===== config.mk =====
export PLATFORM = sky130hd
export DESIGN_NAME = instruction_fetch_controller
export DESIGN_NICKNAME = d
export VERILOG_FILES = /design/src/rtl/instruction_fetch_controller.sv
export SDC_FILE = /design/constraint.sdc
export NUM_CORES = 1
export LEC_CHECK = 0
export CORE_UTILIZATION = 45
export DETAILED_ROUTE_END_ITERATION = 10
export GPL_ROUTABILITY_DRIVEN = 1
export GPL_TIMING_DRIVEN = 0
export PLACE_DENSITY = 0.77
export SLEW_MARGIN = 20
export SYNTH_ARGS = -nofsm -noshare
export SYNTH_HDL_FRONTEND = slang
export SYNTH_SLANG_ARGS = --single-unit

===== constraint.sdc =====
create_clock -name Clock -period 4.6 [get_ports Clock]
set_input_delay 0.69 -clock Clock [delete_from_list [all_inputs] [get_ports Clock]]
set_output_delay 0.69 -clock Clock [all_outputs]
set_load 0.05 [all_outputs]

===== src/rtl/instruction_fetch_controller.sv =====
// Instruction fetch controller: owns the PC and drives the ROM address.
// It registers the fetched word into the IF/ID register and holds fetch on stalls.
// On a taken branch it redirects the PC and emits FLUSH_SLOTS bubbles before
// the word at the branch target appears.
module instruction_fetch_controller #(
  parameter int unsigned         ADDR_W       = 10,
  parameter int unsigned         INSTR_W      = 16,
  parameter logic [INSTR_W-1:0]  NOP_INSTR    = '0,
  parameter logic [ADDR_W-1:0]   RESET_VECTOR = '0,
  parameter int unsigned         FLUSH_SLOTS  = 3
) (
  input  logic               Clock,
  input  logic               Reset,
  input  logic               iStall,
  input  logic               iBranchTaken,
  input  logic [ADDR_W-1:0]  iBranchTarget,
  output logic [ADDR_W-1:0]  oRomAddress,
  input  logic [INSTR_W-1:0] iRomInstruction,
  output logic [INSTR_W-1:0] oInstruction,
  output logic [ADDR_W-1:0]  oPC,
  output logic               oValid,
  output logic               oFlushing
);

  typedef enum logic {RUN, REDIRECT} state_t;

  // The branch edge itself supplies the first bubble, so the counter starts one
  // below the slot count. The REDIRECT cycle that sees zero fetches the target,
  // which makes the total exactly FLUSH_SLOTS bubbles.
  localparam logic [3:0] FLUSH_INIT = 4'(FLUSH_SLOTS - 1);

  state_t              state;
  logic [ADDR_W-1:0]   pc;
  logic [3:0]          bubble_cnt;

  assign oRomAddress = pc;

  // Fetch FSM: PC sequencing, IF/ID register, and bubble insertion after redirects
  always_ff @(posedge Clock) begin
    if (Reset) begin
      state        <= RUN;
      pc           <= RESET_VECTOR;
      bubble_cnt   <= '0;
      oInstruction <= NOP_INSTR;
      oPC          <= '0;
      oValid       <= 1'b0;
      oFlushing    <= 1'b0;
    end else begin
      case (state)
        RUN: begin
          if (iBranchTaken) begin
            // The word at the old PC is dropped in favour of a bubble
            pc           <= iBranchTarget;
            oInstruction <= NOP_INSTR;
            oPC          <= '0;
            oValid       <= 1'b0;
            bubble_cnt   <= FLUSH_INIT;
            state        <= REDIRECT;
            oFlushing    <= 1'b1;
          end else if (!iStall) begin
            oInstruction <= iRomInstruction;
            oPC          <= pc;
            oValid       <= 1'b1;
            pc           <= pc + 1'b1;
          end
        end
        REDIRECT: begin
          // A branch pulse here is ignored because bubbles cannot branch
          if (!iStall) begin
            if (bubble_cnt == 4'd0) begin
              oInstruction <= iRomInstruction;
              oPC          <= pc;
              oValid       <= 1'b1;
              pc           <= pc + 1'b1;
              state        <= RUN;
              oFlushing    <= 1'b0;
            end else begin
              bubble_cnt   <= bubble_cnt - 4'd1;
              oInstruction <= NOP_INSTR;
              oValid       <= 1'b0;
            end
          end
        end
        default: begin
          state     <= RUN;
          oFlushing <= 1'b0;
        end
      endcase
    end
  end

endmodule


==> results.json, run 1 <==
{
  "crit_fanout": 8,
  "start_kind": "flop",
  "io_buffers": 66,
  "cts_buffers": 5,
  "grt_overflow": 0,
  "postCtsHoldBufs": 0,
  "rsz0062_at_grt": "no",
  "fillers": 323,
  "worstSetupStartpoint": "oRomAddress[3]$_SDFFE_PP0P_",
  "max_cap_violations": 0,
  "synthCells": 208,
  "timing.rr.start": "bubble_cnt[0]$_SDFFE_PP0P_",
  "syn-cell-area_mm2": 0.00184,
  "initialDrtViolationCount": 213,
  "tightest_slew_ns": 0.518,
  "finalSetupTns_ns": 0,
  "cts_tree": "built",
  "cts_root_buffer": "clkbuf_8",
  "antenna_left": 0,
  "syn_nets": 241,
  "mostFrequentLayoutCells": "clkdlybuf4s50_1, dfxtp_1, nor2_1",
  "power.leakage_uw": 0.000926,
  "drc_errors": 0,
  "hold_viol": 0,
  "routed_wl_mm": 4.84,
  "setup_viol": 0,
  "firstDrtPassIters": 4,
  "grt_max_degree": 14,
  "r2r_slack_ns": 2.64,
  "via_per_inst": 5.54,
  "start_util_pct": 48.5,
  "synth_top_area_cell": "dfxtp_1",
  "p_per_area_mw_per_mm2": 328,
  "core_area_mm2": 0.00380,
  "dieWidth_um": 66.0,
  "synth_flop_cell": "dfxtp_1",
  "grt_pass1_vias": 1712,
  "final_common_cell": "clkdlybuf4s50_1",
  "cp.required_ns": 3.91,
  "place_inst": 322,
  "yosysWarnings": 0,
  "relSlewSlack_pct": 65.4,
  "max_stage_delay_ns": 0.86,
  "synth_area_leaders": "dfxtp_1, a22oi_1, nor2_1",
  "ys_seq_elements": 43,
  "critical_path.top_delay_family": "buffers and inverters",
  "final.period_utilization_pct": 50.6,
  "avgSynthCellArea_um2": 8.85,
  "min_period_ns": 2.33,
  "antenna_found_initial": 0,
  "skew_ns": 0.00459,
  "worstSetupEndpointType": "output pin",
  "num_vias": 1829,
  "seq_area_um2": 861,
  "critical_path_arrival_ns": 1.64,
  "worstSetupPathType": "flop to output pin",
  "grt_pass1_wl_mm": 7.90,
  "clockBufferDepth": 2,
  "synth_cell_types": 38,
  "path_cells": "clkdlybuf4s50_1",
  "cp-endpoint": "oRomAddress[3]",
  "status": "finished, final reports clean",
  "slew_violations": 0,
  "drive_gt1_share_pct": 6.38,
  "rr_worst_depth": 8,
  "dp_hpwl_mm": 3.36,
  "htreeDepth": 2,
  "slowest_stage": "clkdlybuf4s50_1",
  "stdcell_count": 330,
  "fmax_mhz": 429,
  "clk_latency_ns": 0.29,
  "crit_cells": 1,
  "pin_count": 68,
  "cts_resized": 0,
  "clkSinkCount": 43,
  "n_antenna_cell": 0,
  "row_count": 22,
  "dieArea_mm2": 0.00435,
  "place.gp.congestion": 0.806,
  "area_delta_synth_final_pct": 43.8,
  "hold_class": "flop to flop",
  "yosysSeqAreaShare_pct": 46.7,
  "max-vdd-ir-drop_mv": 0.198,
  "layout.nets": 314,
  "multi_input_area_um2": 881,
  "grt_use_total_pct": 24.0,
  "clk_pin_slew_worst_paths_ns": 0.08,
  "yosysTopAreaCellShare_pct": 46.7,
  "reg2reg_to": "oPC[7]$_SDFFE_PP0P_",
  "path_buf_inv": 1,
  "die_h_um": 66.0,
  "cts_setup_buffers": 0,
  "synth_edf_count": 0,
  "post_drt_wl_per_cell_um": 14.7,
  "async_reset_ff_share_pct": 0
}
cell type report:
type / count / share of cell area [%]
multi-input cells: 144 / 33.3
flip-flops and latches: 43 / 32.5
plain buffers: 17 / 3.21
clock inverters: 2 / 0.473
repair buffers: 66 / 25.0
clock buffers: 6 / 2.74
well taps: 48 / 2.27
inverters: 4 / 0.567
sequential cells by signal, indices dropped and copies added (netlist names):
| name | flops |
|---|---|
| state | 1 |
| oValid | 1 |
| oInstruction | 16 |
| oPC | 10 |
| oFlushing | 1 |
| bubble_cnt | 4 |
| oRomAddress | 10 |
cells by family after synthesis:
logic type	Yosys count	synth area share, %
buffers and inverters	21	5.43
AOI/OAI and AO/OA	65	24.8
and+or+nand+nor	73	19.5
DFF	43	46.7
adders and majority gates	3	2.04
muxes	1	0.543
xor gates and xnor gates	2	0.951
worst min path at each step:
stage	from	endpoint	cells after the start
5_1_grt	oPC[0]$_SDFFE_PP0P_	oPC[0]$_SDFFE_PP0P_	2
4_1_cts	oPC[0]$_SDFFE_PP0P_	oPC[0]$_SDFFE_PP0P_	2
3_5_place_dp	oFlushing$_SDFFE_PP0P_	oFlushing$_SDFFE_PP0P_	2
3_3_place_gp	oPC[0]$_SDFFE_PP0P_	oPC[0]$_SDFFE_PP0P_	2
6_report	oPC[0]$_SDFFE_PP0P_	oPC[0]$_SDFFE_PP0P_	2
2_1_floorplan	bubble_cnt[3]$_SDFFE_PP0P_	bubble_cnt[3]$_SDFFE_PP0P_	2
per-layer routing:
metal	GRT usage, %	part of all wire, %	up-vias
met2	36.4	44	88
met5	0	0	-
met1	31.7	47	835
met4	7.98	0.56	0
li1	-	-	901
met3	8.45	8.6	5
power by group:
part	total (uW)	switching, uW	leakage, uW	internal [uW]
clock	233	127	0.0000412	106
sequential	413	20.7	0.000351	392
combinational	223	133	0.000534	89.2
total	869	281	0.000926	588
cells in the mapped netlist, types with 5 or more instances:
library cell	count
clkbuf_1	10
dfxtp_1	43
a22oi_1	26
nand2_1	5
nor3_1	7
o21ai_0	13
nand3_1	8
and2_1	6
nor2_1	32
a21oi_1	11
stage by stage:
stage	worst slack (ns)	utilization, %	area, um2	hold slack [ns]	power, uW
after floorplan	2.78	-	1840	0.535	559
after global placement	2.18	67.5	2560	0.445	641
after detailed placement	2.17	67.5	2560	0.468	642
after CTS	2.26	69.7	2650	0.483	871
after global routing	2.20	69.7	2650	0.511	910
final	2.27	69.7	2650	0.476	869
(Power assumes the default switching activity.)
==> run 2, diff against run 1 <==
--- a/config.mk
+++ b/config.mk
@@ -5,11 +5,11 @@
 export SDC_FILE = /design/constraint.sdc
 export NUM_CORES = 1
 export LEC_CHECK = 0
-export CORE_UTILIZATION = 45
+export CORE_UTILIZATION = 39
 export DETAILED_ROUTE_END_ITERATION = 10
 export GPL_ROUTABILITY_DRIVEN = 1
 export GPL_TIMING_DRIVEN = 0
-export PLACE_DENSITY = 0.77
+export PLACE_DENSITY = 0.71
 export SLEW_MARGIN = 20
 export SYNTH_ARGS = -nofsm -noshare
 export SYNTH_HDL_FRONTEND = slang
==> constraint.sdc (replaced) <==
create_clock -name Clock -period 2 [get_ports Clock]
set_input_delay 0.3 -clock Clock [delete_from_list [all_inputs] [get_ports Clock]]
set_output_delay 0.3 -clock Clock [all_outputs]
set_load 0.05 [all_outputs]
==> run 2 against run 1 <==
Effect of this change:
- the flow now finishes with violations (DRC)
- critical endpoint is now oRomAddress[1]
- setup slack got worse by 2.2 ns
- sequential cell count unchanged
- die area rose by 15%
- non-clock buffer count is the same
- first-iteration DRC count down 38%
- power rose by 130%
- routed wire length increased by 1.8%
- critical path type unchanged
==> results.json, run 2 (synthesized netlist as in run 1, its figures left out) <==
{
  "layout.nets": 314,
  "skew_ns": 0.00657,
  "place.gp.congestion": 0.817,
  "cts_buffers": 5,
  "p_per_area_mw_per_mm2": 744,
  "grt_pass1_wl_mm": 8.25,
  "core_area_mm2": 0.00444,
  "post_drt_wl_per_cell_um": 14.8,
  "firstDrtPassIters": 7,
  "start_kind": "flop",
  "pin_count": 68,
  "grt_use_total_pct": 21.0,
  "initialDrtViolationCount": 132,
  "fillers": 405,
  "grt_pass1_vias": 1792,
  "start_util_pct": 41.4,
  "status": "finished with violations",
  "grt_overflow": 0,
  "postCtsHoldBufs": 0,
  "hold_class": "input pin to flop",
  "power.leakage_uw": 0.000958,
  "multi_input_area_um2": 886,
  "max_stage_delay_ns": 0.85,
  "drc_errors": 2,
  "final.period_utilization_pct": 95.8,
  "area_delta_synth_final_pct": 44.0,
  "clkSinkCount": 43,
  "hold_viol": 0,
  "final_util_pct": 59.7,
  "dieWidth_um": 70.7,
  "largest_register_ffs": 16,
  "io_buffers": 66,
  "routed_wl_mm": 4.92,
  "worstSetupEndpointType": "output pin",
  "htreeDepth": 2,
  "drive_gt1_share_pct": 6.43,
  "dp_hpwl_mm": 3.42,
  "setup_viol": 0,
  "cts_tree": "built",
  "min_period_ns": 1.92,
  "die_h_um": 70.7,
  "grt_max_degree": 12,
  "rsz0062_at_grt": "no",
  "antenna_found_initial": 0,
  "clockBufferDepth": 2,
  "via_per_inst": 5.47,
  "path_buf_inv": 1,
  "critical_path_arrival_ns": 1.62,
  "slowest_stage": "clkdlybuf4s50_1",
  "seq_area_um2": 861,
  "tightest_slew_ns": 0.529,
  "cts_root_buffer": "clkbuf_8",
  "row_count": 24,
  "antenna_left": 0,
  "cp.required_ns": 1.70,
  "clk_latency_ns": 0.29,
  "max_cap_violations": 0,
  "p_total_uw": 1970,
  "final_common_cell": "clkdlybuf4s50_1",
  "whs_ns": 0.454,
  "crit_fanout": 6,
  "mostFrequentLayoutCells": "clkdlybuf4s50_1, dfxtp_1, nor2_1",
  "path_cells": "clkdlybuf4s50_1",
  "n_antenna_cell": 0,
  "worstSetupPathType": "flop to output pin",
  "num_vias": 1816,
  "dieArea_mm2": 0.00500,
  "regMostFlops": "oInstruction",
  "fmax_mhz": 522,
  "critical_path.top_delay_family": "buffers and inverters",
  "relSlewSlack_pct": 64.6,
  "violations": "DRC",
  "clk_pin_slew_worst_paths_ns": 0.08,
  "max-vdd-ir-drop_mv": 0.350,
  "slew_violations": 0
}
run 2: final cells by class:
cell class | instances | share of cell area [%]
buffer | 17 | 3.30
timing repair buffer | 66 | 25.1
sequential | 43 | 32.5
inverter | 4 | 0.566
tap | 52 | 2.45
multi-input combinational | 144 | 33.4
clock buffer | 6 | 2.74
run 2: timing repair:
item / in CTS / in global routing
hold endpoints to repair: 0 / 0
buffers inserted: 0 / 0
resized for setup: 0 / 6
endpoints found under the setup margin: 0 / 13
run 2: worst paths after layout:
check	start	end	slack, ns	depth (start not counted)
max	oRomAddress[1]$_SDFFE_PP0P_	oRomAddress[1]	0.08	1
min	Reset	oRomAddress[1]$_SDFFE_PP0P_	0.45	2
max reg2reg	bubble_cnt[1]$_SDFFE_PP0P_	oPC[6]$_SDFFE_PP0P_	0.13	8
min reg2reg	oPC[0]$_SDFFE_PP0P_	oPC[0]$_SDFFE_PP0P_	0.46	2
run 2: routing by layer:
layer  global-route usage, %  share of wire, %  up-vias
li1                        -                 -      898
met1                    26.9                46      845
met2                    32.5                45       66
met3                    7.26               7.9        7
met4                    8.44               1.4        0
met5                       0                 0        -
run 2: power by group:
group	leakage [uW]	switching, uW	internal (uW)
sequential	0.000351	48.2	902
clock	0.0000371	277	233
combinational	0.000570	307	207
run 2: metrics by stage:
stage	setup slack, ns	std cells	area (um2)	setup TNS [ns]
final	0.0839	332	2650	0
after CTS	0.0249	332	2640	0
after floorplan	0.177	208	1840	0
after detailed placement	-0.0728	326	2570	-0.949
after global routing	0.00188	332	2650	0
after global placement	-0.0316	326	2570	-0.339
